`config.mk`:
```
export PLATFORM = sky130hd
export DESIGN_NAME = wasm_alu_mc
export DESIGN_NICKNAME = d
export VERILOG_FILES = /design/src/rtl/wasm_alu_pkg.sv /design/src/rtl/wasm_alu_div.sv /design/src/rtl/wasm_alu_mc.sv
export SDC_FILE = /design/constraint.sdc
export NUM_CORES = 2
export LEC_CHECK = 0
export CAP_MARGIN = 25
export CORE_MARGIN = 1.5
export CORE_UTILIZATION = 30
export CTS_BUF_LIST = sky130_fd_sc_hd__clkbuf_8
export CTS_CLUSTER_DIAMETER = 60
export DETAILED_ROUTE_END_ITERATION = 6
export DONT_BUFFER_PORTS = 1
export HOLD_SLACK_MARGIN = 0.05
export SETUP_SLACK_MARGIN = 0.2
export SYNTH_ARGS = -nofsm -noshare
export SYNTH_HDL_FRONTEND = slang
export SYNTH_SLANG_ARGS = --single-unit
```
`constraint.sdc`:
```
create_clock -name clk -period 2.4 [get_ports clk]
set_clock_uncertainty 0.2 [all_clocks]
set_input_delay 0.48 -clock clk [delete_from_list [all_inputs] [get_ports clk]]
set_output_delay 0.48 -clock clk [all_outputs]
set_load 0.02 [all_outputs]
```
`src/rtl/wasm_alu_pkg.sv`:
```
// ============================================================================
// Module   : wasm_alu_pkg
// Contents : Op-code constants, FSM state type and WIDTH legality check
//            for the multi-cycle WebAssembly integer ALU.
// Revision : 1.0 - initial release
// ============================================================================
`default_nettype none

package wasm_alu_pkg;

    localparam logic [4:0] OP_ADD    = 5'd0;
    localparam logic [4:0] OP_SUB    = 5'd1;
    localparam logic [4:0] OP_AND    = 5'd2;
    localparam logic [4:0] OP_OR     = 5'd3;
    localparam logic [4:0] OP_SELECT = 5'd4;
    localparam logic [4:0] OP_EQZ    = 5'd5;
    localparam logic [4:0] OP_EQ     = 5'd6;
    localparam logic [4:0] OP_LT_U   = 5'd7;
    localparam logic [4:0] OP_GT_U   = 5'd8;
    localparam logic [4:0] OP_LE_U   = 5'd9;
    localparam logic [4:0] OP_GE_U   = 5'd10;
    localparam logic [4:0] OP_LT_S   = 5'd11;
    localparam logic [4:0] OP_GT_S   = 5'd12;
    localparam logic [4:0] OP_LE_S   = 5'd13;
    localparam logic [4:0] OP_GE_S   = 5'd14;
    localparam logic [4:0] OP_NE     = 5'd15;
    localparam logic [4:0] OP_SHL    = 5'd16;
    localparam logic [4:0] OP_SHR_S  = 5'd17;
    localparam logic [4:0] OP_SHR_U  = 5'd18;
    localparam logic [4:0] OP_ROTL   = 5'd19;
    localparam logic [4:0] OP_ROTR   = 5'd20;
    localparam logic [4:0] OP_MUL    = 5'd21;
    localparam logic [4:0] OP_DIV_S  = 5'd22;
    localparam logic [4:0] OP_DIV_U  = 5'd23;
    localparam logic [4:0] OP_REM_S  = 5'd24;
    localparam logic [4:0] OP_REM_U  = 5'd25;
    localparam logic [4:0] OP_CLZ    = 5'd26;
    localparam logic [4:0] OP_CTZ    = 5'd27;
    localparam logic [4:0] OP_POPCNT = 5'd28;

    typedef enum logic [1:0] {
        ST_IDLE = 2'd0,
        ST_BUSY = 2'd1,
        ST_HOLD = 2'd2
    } alu_state_t;

    function automatic bit width_legal(input int w);
        return (w == 32) || (w == 64);
    endfunction

endpackage

`default_nettype wire

```
`src/rtl/wasm_alu_div.sv`:
```
// ============================================================================
// Module   : wasm_alu_div
// Contents : Iterative restoring unsigned divider, one quotient bit per cycle.
//            o_done/o_quot/o_rem present the final step combinationally.
// Revision : 1.0 - initial release
// ============================================================================
`default_nettype none

module wasm_alu_div #(
    parameter int WIDTH = 32
) (
    input  logic             clk,
    input  logic             rst_n,
    input  logic             i_start,
    input  logic [WIDTH-1:0] i_dividend,
    input  logic [WIDTH-1:0] i_divisor,
    output logic             o_done,
    output logic [WIDTH-1:0] o_quot,
    output logic [WIDTH-1:0] o_rem
);

    localparam int CW = $clog2(WIDTH);

    logic             r_busy;
    logic [CW-1:0]    r_cnt;
    logic [WIDTH-1:0] r_quot;
    logic [WIDTH-1:0] r_rem;
    logic [WIDTH-1:0] r_dvs;

    logic [WIDTH:0]   w_shift;
    logic [WIDTH:0]   w_diff;
    logic             w_fits;

    // Partial remainder is always below the divisor, so WIDTH+1 bits suffice.
    assign w_shift = {r_rem, r_quot[WIDTH-1]};
    assign w_diff  = w_shift - {1'b0, r_dvs};
    assign w_fits  = ~w_diff[WIDTH];

    assign o_quot  = {r_quot[WIDTH-2:0], w_fits};
    assign o_rem   = w_fits ? w_diff[WIDTH-1:0] : w_shift[WIDTH-1:0];
    assign o_done  = r_busy && (r_cnt == CW'(WIDTH - 1));

    always_ff @(posedge clk or negedge rst_n) begin
        if (!rst_n) begin
            r_busy <= 1'b0;
            r_cnt  <= '0;
            r_quot <= '0;
            r_rem  <= '0;
            r_dvs  <= '0;
        end else if (i_start) begin
            r_busy <= 1'b1;
            r_cnt  <= '0;
            r_quot <= i_dividend;
            r_rem  <= '0;
            r_dvs  <= i_divisor;
        end else if (r_busy) begin
            r_quot <= o_quot;
            r_rem  <= o_rem;
            r_cnt  <= r_cnt + CW'(1);
            if (o_done) begin
                r_busy <= 1'b0;
            end
        end
    end

endmodule

`default_nettype wire

```
`src/rtl/wasm_alu_mc.sv`:
```
// ============================================================================
// Module   : wasm_alu_mc
// Contents : Multi-cycle WebAssembly i32/i64 ALU with valid/ready handshake.
//            Define WASM_ALU_DIV_EN to build the iterative divider.
// Revision : 1.0 - initial release
// ============================================================================
`default_nettype none

module wasm_alu_mc
    import wasm_alu_pkg::*;
#(
    parameter int WIDTH = 32
) (
    input  logic             clk,
    input  logic             rst_n,
    input  logic             in_valid,
    output logic             in_ready,
    input  logic [4:0]       op,
    input  logic [WIDTH-1:0] a,
    input  logic [WIDTH-1:0] b,
    input  logic [WIDTH-1:0] c,
    output logic             out_valid,
    input  logic             out_ready,
    output logic [WIDTH-1:0] result,
    output logic             trap
);

    localparam int SHW = $clog2(WIDTH);

    generate
        if (!width_legal(WIDTH)) begin : g_width_illegal
            $error("wasm_alu_mc: WIDTH must be 32 or 64");
        end
    endgenerate

    alu_state_t       r_state;
    logic             r_out_valid;
    logic [WIDTH-1:0] r_result;
    logic             r_trap;

    logic             w_accept;
    logic             w_go_busy;
    logic [WIDTH-1:0] w_res;
    logic             w_trap;
    logic             w_div_done;
    logic [WIDTH-1:0] w_div_res;
    logic [SHW-1:0]   w_sh;
    logic [SHW-1:0]   w_sh_neg;

    function automatic logic [WIDTH-1:0] f_bool(input logic v);
        return {{(WIDTH-1){1'b0}}, v};
    endfunction

    function automatic logic [WIDTH-1:0] f_clz(input logic [WIDTH-1:0] v);
        logic [WIDTH-1:0] n;
        logic             seen;
        n    = '0;
        seen = 1'b0;
        for (int i = WIDTH - 1; i >= 0; i--) begin
            if (v[i])       seen = 1'b1;
            else if (!seen) n    = n + WIDTH'(1);
        end
        return n;
    endfunction

    function automatic logic [WIDTH-1:0] f_ctz(input logic [WIDTH-1:0] v);
        logic [WIDTH-1:0] n;
        logic             seen;
        n    = '0;
        seen = 1'b0;
        for (int i = 0; i < WIDTH; i++) begin
            if (v[i])       seen = 1'b1;
            else if (!seen) n    = n + WIDTH'(1);
        end
        return n;
    endfunction

    function automatic logic [WIDTH-1:0] f_popcnt(input logic [WIDTH-1:0] v);
        logic [WIDTH-1:0] n;
        n = '0;
        for (int i = 0; i < WIDTH; i++) n = n + WIDTH'(v[i]);
        return n;
    endfunction

    assign in_ready  = (r_state == ST_IDLE) || ((r_state == ST_HOLD) && out_ready);
    assign w_accept  = in_valid && in_ready;
    assign out_valid = r_out_valid;
    assign result    = r_result;
    assign trap      = r_trap;

    // Rotating by -sh in the opposite direction makes rotate-by-0 return b.
    assign w_sh      = a[SHW-1:0];
    assign w_sh_neg  = -w_sh;

`ifdef WASM_ALU_DIV_EN
    logic             r_neg_q;
    logic             r_neg_r;
    logic             r_is_rem;
    logic             w_signed;
    logic             w_ovf;
    logic [WIDTH-1:0] w_mag_a;
    logic [WIDTH-1:0] w_mag_b;
    logic [WIDTH-1:0] w_quot;
    logic [WIDTH-1:0] w_rem;

    assign w_signed  = (op == OP_DIV_S) || (op == OP_REM_S);
    assign w_ovf     = (b == {1'b1, {(WIDTH-1){1'b0}}}) && (a == '1);
    assign w_mag_a   = (w_signed && a[WIDTH-1]) ? -a : a;
    assign w_mag_b   = (w_signed && b[WIDTH-1]) ? -b : b;
    assign w_div_res = r_is_rem ? (r_neg_r ? -w_rem  : w_rem)
                                : (r_neg_q ? -w_quot : w_quot);

    wasm_alu_div #(.WIDTH(WIDTH)) u_div (
        .clk        (clk),
        .rst_n      (rst_n),
        .i_start    (w_accept && w_go_busy),
        .i_dividend (w_mag_b),
        .i_divisor  (w_mag_a),
        .o_done     (w_div_done),
        .o_quot     (w_quot),
        .o_rem      (w_rem)
    );

    always_ff @(posedge clk or negedge rst_n) begin
        if (!rst_n) begin
            r_neg_q  <= 1'b0;
            r_neg_r  <= 1'b0;
            r_is_rem <= 1'b0;
        end else if (w_accept) begin
            r_neg_q  <= w_signed && (a[WIDTH-1] ^ b[WIDTH-1]);
            r_neg_r  <= w_signed && b[WIDTH-1];
            r_is_rem <= (op == OP_REM_S) || (op == OP_REM_U);
        end
    end
`else
    assign w_div_done = 1'b0;
    assign w_div_res  = '0;
`endif

    always_comb begin
        w_res     = '0;
        w_trap    = 1'b0;
        w_go_busy = 1'b0;
        case (op)
            OP_ADD:    w_res = b + a;
            OP_SUB:    w_res = b - a;
            OP_AND:    w_res = b & a;
            OP_OR:     w_res = b | a;
            OP_SELECT: w_res = (a == '0) ? b : c;
            OP_EQZ:    w_res = f_bool(a == '0);
            OP_EQ:     w_res = f_bool(b == a);
            OP_LT_U:   w_res = f_bool(b < a);
            OP_GT_U:   w_res = f_bool(b > a);
            OP_LE_U:   w_res = f_bool(b <= a);
            OP_GE_U:   w_res = f_bool(b >= a);
            OP_LT_S:   w_res = f_bool($signed(b) <  $signed(a));
            OP_GT_S:   w_res = f_bool($signed(b) >  $signed(a));
            OP_LE_S:   w_res = f_bool($signed(b) <= $signed(a));
            OP_GE_S:   w_res = f_bool($signed(b) >= $signed(a));
            OP_NE:     w_res = f_bool(b != a);
            OP_SHL:    w_res = b << w_sh;
            OP_SHR_S:  w_res = $signed(b) >>> w_sh;
            OP_SHR_U:  w_res = b >> w_sh;
            OP_ROTL:   w_res = (b << w_sh) | (b >> w_sh_neg);
            OP_ROTR:   w_res = (b >> w_sh) | (b << w_sh_neg);
            OP_MUL:    w_res = b * a;
            OP_DIV_S, OP_DIV_U, OP_REM_S, OP_REM_U: begin
`ifdef WASM_ALU_DIV_EN
                if (a == '0) begin
                    w_trap = 1'b1;
                end else if (w_ovf && (op == OP_DIV_S)) begin
                    w_trap = 1'b1;
                end else if (!(w_ovf && (op == OP_REM_S))) begin
                    w_go_busy = 1'b1;
                end
`else
                w_trap = 1'b1;
`endif
            end
            OP_CLZ:    w_res = f_clz(a);
            OP_CTZ:    w_res = f_ctz(a);
            OP_POPCNT: w_res = f_popcnt(a);
            default:   w_trap = 1'b1;
        endcase
    end

    always_ff @(posedge clk or negedge rst_n) begin
        if (!rst_n) begin
            r_state     <= ST_IDLE;
            r_out_valid <= 1'b0;
            r_result    <= '0;
            r_trap      <= 1'b0;
        end else begin
            case (r_state)
                ST_BUSY: begin
                    if (w_div_done) begin
                        r_state     <= ST_HOLD;
                        r_out_valid <= 1'b1;
                        r_result    <= w_div_res;
                        r_trap      <= 1'b0;
                    end
                end
                default: begin
                    if ((r_state == ST_HOLD) && out_ready) begin
                        r_state     <= ST_IDLE;
                        r_out_valid <= 1'b0;
                    end
                    if (w_accept) begin
                        if (w_go_busy) begin
                            r_state     <= ST_BUSY;
                            r_out_valid <= 1'b0;
                        end else begin
                            r_state     <= ST_HOLD;
                            r_out_valid <= 1'b1;
                            r_result    <= w_res;
                            r_trap      <= w_trap;
                        end
                    end
                end
            endcase
        end
    end

endmodule

`default_nettype wire

```
==> qor.yml <==
busiest_layer: "met2"
synth_edf_count: 0
die_height_um: 358
synth_warnings: 0
post-synth-top-area-cell: "fa_1"
final-setup-viol-count: 32
dp_slack_ns: -15.90
dp_cells: 8173
hold_violations: 0
overflow: 0
p_per_area_nw_per_um2: 1610
rows: 130
synth_cell_types: 112
cts_tree: "built"
crit_path_end_kind: "register"
slowest_stage: "or3b_4"
r2r_slack_ns: -0.91
synth.avg_cell_area_um2: 7.14
synth_fp_nets: 6127
worstHoldStart: "op[1]"
met3_usage_pct: 9.73
finalInstanceArea_um2: 53200
htreeDepth: 2
fmax_mhz: 57.3
die_area_um2: 128000
numPortBuffers: 0
hold_depth: 2
grt_pass1_vias: 45800
grt_usage_pct: 36.4
synth-seq-cells: 34
nets: 7431
peakVddDrop_uv: 4810
post_drt_via_cell_ratio: 5.67
power_w: 0.0858
worst_slack_ns: -15.04
place_area_um2: 50900
leakage_nw: 25.6
chipWidth_um: 358
syn_inst: 5299
ys.flop_type: "dfrtp_1"
routedWlPerCell_um: 29.0
drive_above_1_share_pct: 30.2
pin_count: 140
holdPathEnd: "result[0]$_DFFE_PN0P_"
globalRouteMet2Util_pct: 55.4
cts.sinks: 34
slew_viol_final: 0
wl_mm: 239
ys_seq_area_share_pct: 2.25
yosys.area.top_type_share_pct: 23.0
detailed_place_hpwl_mm: 190
use_met1_pct: 43.6
critPathKind: "input port to register"
crit_top_cell: "ha_1"
final_cells: 8263
reg2reg_depth: 14
coreArea_um2: 125000
status: "finished, violations left"
start_util_pct: 30.2
worstSkewPairLatency_ns: 0.40
crit_fanout: 108
worstMarginPinSlew_ns: 0.897
area_delta_synth_final_pct: 40.6
grt_pass1_wl_mm: 332
required_ns: 2.54
max-slew-margin-rel_pct: 38.5
antenna_found_initial: 21
violations: "setup timing"
gp_congestion: 1.07
hold_class: "input port to register"
synthTopCellsByCount: "833 x nand2_1, 639 x nor2_1, 615 x inv_1, 434 x fa_1, 302 x a21oi_1"
fin_crit_sh_pct: 727
rsz0062_at_grt: "true"
finalCriticalPeriod_ns: 17.44
maxCapViolCount: 0
drc: 0
finish.utilization_pct: 42.4
cpPeakStageDelay_ns: 0.39
drtPass1Iterations: 6
vias: 46800
cp.arrival_ns: 17.58
cts-root-buf: "clkbuf_8"
synth_area_leaders: "fa_1 23%, ha_1 9.6%, nand2_1 8.3%, nor2_1 6.3%, inv_1 6.1%"
startpoint_type: "input port"
cts.clk_slew.worst_paths_ns: 0.14
grt_max_degree: 133
numCtsBuffers: 5
synthArstFlopShare_pct: 100
clockBufferDepth: 2
regToRegStartpoint: "out_valid$_DFFE_PN0P_"
postRouteAntennaNets: 0
synth_most_common_cell: "nand2_1"
r2r-end: "result[7]$_DFFE_PN0P_"
syn_area_um2: 37800
dr.first_iter.drc_count: 4903
-- kinds of logic after synthesis --
family / share of synthesized area, %
AOI/OAI and AO/OA: 18.8
xor gates and xnor gates: 9.18
adders and majority gates: 32.5
buffers and inverters: 9.50
DFF: 2.25
muxes: 4.55
and+or+nand+nor: 23.1
-- metrics by stage --
stage,setup TNS (ns),hold WS [ns]
finish,-245.63,0.135
global route,-254.20,0.154
CTS,-245.37,0.0988
detailed placement,-280.03,-0.0132
global placement,-277.17,-0.0129
floorplan,-262.32,-0.0156
-- layout make-up --
type	count	area [um^2]
multi-input combinational	4315	35100
clock buffer	6	82.6
clock inverter	1	30.0
fill	12900	72200
antenna	10	25.0
sequential	34	851
tap	1650	2060
inverter	638	2470
timing repair buffer	1609	12600
-- cells in the final DEF (no fill, tap or decap), types with 35 or more instances in the layout --
master | synthesis | final
buf_4 | 2 | 1541
nand2_1 | 833 | 815
nor2_1 | 639 | 623
inv_1 | 615 | 596
fa_1 | 434 | 433
a21oi_1 | 302 | 265
ha_1 | 289 | 260
o21ai_0 | 268 | 223
xnor2_1 | 214 | 189
mux2i_1 | 103 | 99
nand3_1 | 97 | 94
nor3_1 | 99 | 93
xor2_1 | 95 | 88
o211ai_1 | 53 | 53
a211oi_1 | 48 | 46
nor4_1 | 44 | 41
nand4_1 | 40 | 40
a31oi_1 | 44 | 40
and3_1 | 38 | 37
o22ai_1 | 38 | 37
nand2b_1 | 36 | 36
a21oi_2 | 3 | 36
buf_6 | 2 | 35
-- worst max path at each step --
stage          start               endpoint  slack (ns)  cells after the start
6_report        a[1]  result[8]$_DFFE_PN0P_      -15.04                    100
5_1_grt         a[1]  result[8]$_DFFE_PN0P_      -15.70                    100
4_1_cts         a[1]  result[9]$_DFFE_PN0P_      -14.97                     92
3_5_place_dp    a[1]  result[8]$_DFFE_PN0P_      -15.90                    100
3_3_place_gp    a[1]  result[8]$_DFFE_PN0P_      -15.64                    100
2_1_floorplan   a[2]  result[8]$_DFFE_PN0P_      -15.81                    104
-- where the power goes --
| group | switching (W) | internal, W |
|---|---|---|
| Clock | 0.000448 | 0.000336 |
| Sequential | 0.000509 | 0.000727 |
| Combinational | 0.0438 | 0.0400 |
| Total | 0.0448 | 0.0410 |
-- flip-flops by register name, indices dropped and copies added (netlist names) --
| name | flops |
|---|---|
| out_valid | 1 |
| result | 32 |
| trap | 1 |
-- timing repair --
item,CTS,global route
endpoints found under the hold margin,36,0
cloned,1,0
endpoints found under the setup margin,32,32
pin swaps,130,127
buffers inserted,36,32
hold buffers,4,0
resized for setup,201,127
-- critical path, delay by kind of cell --
kind	cells	cell delay (ns)
AND/OR/NAND/NOR	26	2.71
adder cells (fa/ha/maj)	30	7.65
AO/OA/AOI/OAI	24	3.65
XOR/XNOR	1	0.12
multiplexers	12	2.42
buffers and inverters	7	0.37
-- routing by layer --
layer | vias up | part of all wire, %
li1 | 20400 | -
met2 | 2660 | 43
met1 | 22900 | 37
met3 | 856 | 10
met4 | 20 | 9.3
met5 | - | 0.053
Note: power is estimated with default switching activity, not from simulation.
